$ cat src/rtl/square.sv
// square -- iterative unsigned squarer, y = x*x.
//
// Shift-and-add over WIDTH operand bits. Each bit takes two cycles: ADD, then
// SHIFT. The shared start/busy handshake lets this block sit in the same slots
// as the iterative square-root unit. A registered one-cycle done pulse marks
// the edge at which y_bo is updated.
//
// Ports:
//   clk_i    clock, rising edge
//   rst_i    asynchronous reset, active high
//   x_bi     unsigned operand, sampled only on the accepting edge
//   start_i  request, honoured only while idle
//   busy_o   high while a computation is in progress (state != IDLE)
//   done_o   one-cycle pulse, first IDLE cycle after FINISH
//   y_bo     result register, held until the next completion
module square #(
  parameter int WIDTH = 8
) (
  input  logic               clk_i,
  input  logic               rst_i,
  input  logic [WIDTH-1:0]   x_bi,
  input  logic               start_i,
  output logic               busy_o,
  output logic               done_o,
  output logic [2*WIDTH-1:0] y_bo
);

  localparam int CW = $clog2(WIDTH + 1);

  typedef enum logic [1:0] {IDLE, ADD, SHIFT, FINISH} state_t;

  state_t             state;
  logic [2*WIDTH-1:0] acc;
  logic [2*WIDTH-1:0] a;     // multiplicand, shifted left once per bit
  logic [WIDTH-1:0]   b;     // multiplier, LSB selects the add
  logic [CW-1:0]      cnt;   // bits still to process

  assign busy_o = (state != IDLE);

  always_ff @(posedge clk_i or posedge rst_i) begin
    if (rst_i) begin
      state  <= IDLE;
      acc    <= '0;
      a      <= '0;
      b      <= '0;
      cnt    <= '0;
      y_bo   <= '0;
      done_o <= 1'b0;
    end else begin
      // Pulse only on the FINISH -> IDLE edge.
      done_o <= 1'b0;
      unique case (state)
        IDLE: begin
          if (start_i) begin
            a     <= {{WIDTH{1'b0}}, x_bi};
            b     <= x_bi;
            acc   <= '0;
            cnt   <= CW'(WIDTH);
            state <= ADD;
          end
        end
        ADD: begin
          // (2^W-1)^2 < 2^(2W), so the sum never carries out.
          if (b[0]) acc <= acc + a;
          state <= SHIFT;
        end
        SHIFT: begin
          a     <= a << 1;
          b     <= b >> 1;
          cnt   <= cnt - CW'(1);
          state <= (cnt == CW'(1)) ? FINISH : ADD;
        end
        FINISH: begin
          y_bo   <= acc;
          done_o <= 1'b1;
          state  <= IDLE;
        end
        default: state <= IDLE;
      endcase
    end
  end

endmodule
$ cat config.mk
export PLATFORM = sky130hd
export DESIGN_NAME = square
export DESIGN_NICKNAME = d
export VERILOG_FILES = /design/src/rtl/square.sv
export SDC_FILE = /design/constraint.sdc
export NUM_CORES = 1
export LEC_CHECK = 0
export CAP_MARGIN = 20
export CORE_MARGIN = 4
export CORE_UTILIZATION = 60
export DETAILED_ROUTE_END_ITERATION = 12
export MAX_ROUTING_LAYER = met4
export PLACE_DENSITY = 0.79
export SYNTH_ARGS = -nofsm -noshare
export SYNTH_HDL_FRONTEND = slang
export SYNTH_SLANG_ARGS = --single-unit
$ cat constraint.sdc
create_clock -name clk_i -period 6.14 [get_ports clk_i]
set_input_delay 1.228 -clock clk_i [delete_from_list [all_inputs] [get_ports clk_i]]
set_output_delay 1.228 -clock clk_i [all_outputs]
set_load 0.02 [all_outputs]
==> flow_summary.json <==
{
  "r2r_slack_ns": 3.86,
  "finalSetupViolations": 0,
  "antenna_found_initial": 0,
  "grt_pass1_wl_um": 10500,
  "worstHoldPathType": "flip-flop to flip-flop",
  "wirelength_um": 5940,
  "cts_tree": "yes",
  "die_x_um": 80.59,
  "yosys-top-cells-count": "63 x dfrtp_1, 39 x nand2_1, 30 x a21oi_1",
  "report.final.slew_viol_count": 0,
  "vias_per_cell": 5.619,
  "synthTopCellsByArea": "dfrtp_1 50%, ha_1 6.7%, mux2_1 5.3%",
  "syn_area_per_cell_um2": 10.33,
  "ys_dominant_reg_cell": "dfrtp_1",
  "clkSinkCount": 63,
  "slew_headroom": 0.4717,
  "rows": 26,
  "grt_util_met2": 0.3311,
  "clkLatencyLatePin_ns": 0.35,
  "peakVddDrop_mv": 0.3508,
  "start_util": 0.6191,
  "p_total_mw": 1.679,
  "cp.arrival_ns": 1.65,
  "finalCritPeriodShare": 0.4680,
  "cts_root_buffer": "clkbuf_8",
  "finalNetCount": 366,
  "htreeDepth": 3,
  "outcome": "completed",
  "fin_tns_setup_ns": 0,
  "grt-ovfl-total": 0,
  "fmax_ghz": 0.3480,
  "drt_iter0_drc": 135,
  "grt_max_degree": 64,
  "synthCells": 306,
  "r2r-start": "a[0]$_DFFE_PP0P_",
  "syn_to_final_growth_pct": 17.29,
  "ys_seq_area_frac": 0.4986,
  "routedWlPerCell_um": 14.42,
  "io_buffer_count": 28,
  "drtAntennaViolNets": 0,
  "min_path_cells": 1,
  "worstHoldEndpoint": "y_bo[0]$_DFFE_PP0P_",
  "gp_congestion": 0.8270,
  "postCtsSetupBuffers": 0,
  "drive_above_1_share": 0.07310,
  "yosysMostFrequentCell": "dfrtp_1",
  "tightest_slew_ns": 0.7905,
  "stdcell_area_um2": 3709,
  "ys_warn_count": 0,
  "worstPathMaxFanout": 10,
  "min_period_ns": 2.874,
  "boundaryPins": 29,
  "drv_cap": 0,
  "vias": 2315,
  "power_density_nw_per_um2": 452.6,
  "timing.rr.end": "acc[12]$_DFFE_PP0P_",
  "r2r_cells": 9,
  "diodes": 0,
  "synthArstFlopShare": 1.000,
  "synth_top_area_share": 0.4986,
  "hold_violations": 0,
  "use_met3": 0.04036,
  "grt_pass1_vias": 2285,
  "yosysTopAreaCell": "dfrtp_1",
  "placed_area_um2": 3510,
  "drc": 0,
  "clock_path_buffers": 2,
  "fp.dieH_um": 80.59,
  "drtPass1Iterations": 4,
  "cts-resized-gates": 0,
  "syn_area_um2": 3162,
  "cp-end-kind": "output pin",
  "dp_hpwl_um": 4242,
  "grt_usage": 0.2196,
  "synth-edff-count": 0,
  "min_from": "y_bo[0]$_DFFE_PP0P_",
  "rsz0062_at_grt": "false",
  "design.die.area_um2": 6495,
  "gr-max-usage-layer": "met2",
  "use_met1": 0.2891,
  "leakagePower_nw": 1.794,
  "hold_buffers": 0,
  "synth_seq_cells": 63,
  "numCtsBuffers": 9,
  "clk_pin_slew_ns": 0.07,
  "crit_required_ns": 4.91,
  "ys_types": 47,
  "finClkSkew_ns": 0.009327,
  "crit_type": "flip-flop to output pin",
  "synth_nets": 335,
  "startpoint_type": "flip-flop",
  "core_um2": 5107
}
## through the flow
| step | hold slack (ns) | std cells | utilization | worst slack, ns |
|---|---|---|---|---|
| after floorplan | 0.4559 | 306 | - | 3.342 |
| after global routing | 0.5037 | 412 | 0.7261 | 3.150 |
| final | 0.4904 | 412 | 0.7261 | 3.266 |
| after global placement | 0.4721 | 396 | 0.6872 | 3.385 |
| after detailed placement | 0.4807 | 396 | 0.6872 | 3.349 |
| after CTS | 0.4968 | 412 | 0.7261 | 3.243 |
## cell type report
| class | instances | area [um2] |
|---|---|---|
| fillers | 392 | 1399 |
| inverters | 11 | 41.29 |
| flip-flops and latches | 63 | 1577 |
| clock inverters | 5 | 57.56 |
| repair buffers | 31 | 302.8 |
| multi-input cells | 221 | 1501 |
| clock buffers | 11 | 141.4 |
| well taps | 70 | 87.58 |
## cells in the final DEF (no fill, tap or decap), types with 2 or more instances in the layout
| cell | n |
|---|---|
| nand2b_1 | 2 |
| ha_1 | 17 |
| nor2_1 | 9 |
| nor2b_1 | 3 |
| inv_2 | 3 |
| o22ai_1 | 2 |
| a211oi_1 | 3 |
| nand2_1 | 39 |
| xor2_1 | 4 |
| mux2_1 | 15 |
| o21a_1 | 2 |
| nor3_1 | 2 |
| a22o_1 | 12 |
| o21ai_1 | 26 |
| a21o_1 | 7 |
| dfrtp_1 | 63 |
| and3_1 | 2 |
| xnor2_1 | 6 |
| and2_1 | 8 |
| or3_1 | 2 |
| o21ai_0 | 4 |
| clkbuf_8 | 10 |
| clkdlybuf4s50_1 | 28 |
| o211ai_1 | 3 |
| clkinvlp_4 | 3 |
| a211o_1 | 2 |
| and3b_1 | 2 |
| inv_1 | 8 |
| buf_4 | 3 |
| a21oi_1 | 30 |
## how the worst max path moves through the flow
stage                          from                  end  cells past startpoint
2_1_floorplan                 rst_i     a[0]$_DFFE_PP0P_                      1
3_3_place_gp                start_i  acc[11]$_DFFE_PP0P_                      4
3_5_place_dp                start_i  acc[11]$_DFFE_PP0P_                      4
4_1_cts        state[1]$_DFFE_PP0P_               busy_o                      3
5_1_grt        state[1]$_DFFE_PP0P_               busy_o                      3
6_report       state[1]$_DFFE_PP0P_               busy_o                      3
## cell families after synthesis
kind of cell	after synthesis	synth area share
AOI/OAI and AO/OA	102	0.2038
and+or+nand+nor	75	0.1120
adders and majority gates	18	0.07360
muxes	16	0.05659
DFF	63	0.4986
xor gates and xnor gates	10	0.02770
buffers and inverters	22	0.02770
## routing by layer
layer / vias up / wire [um]
met1: 1104 / 2868
met5: - / 0
met2: 40 / 2761
met4: 0 / 102
li1: 1159 / -
met3: 12 / 208
## report_power, final
part           total, mW  leakage [nW]  switching [mW]  internal (mW)
Sequential         0.653         0.835           0.107          0.547
Clock              0.358        0.0916           0.161          0.198
Combinational      0.667         0.868           0.377          0.290
## sequential cells by signal, summed over array words and instances (netlist names)
name    count
state       2
cnt         4
y_bo       16
a          16
acc        16
b           8
done_o      1
## worst max-delay path: stages (launching register included)
cell and delay (ns):
dfrtp_1 0.51, nor2_1 0.12, inv_1 0.07, clkdlybuf4s50_1 0.60
Note: power is estimated with default switching activity, not from simulation.
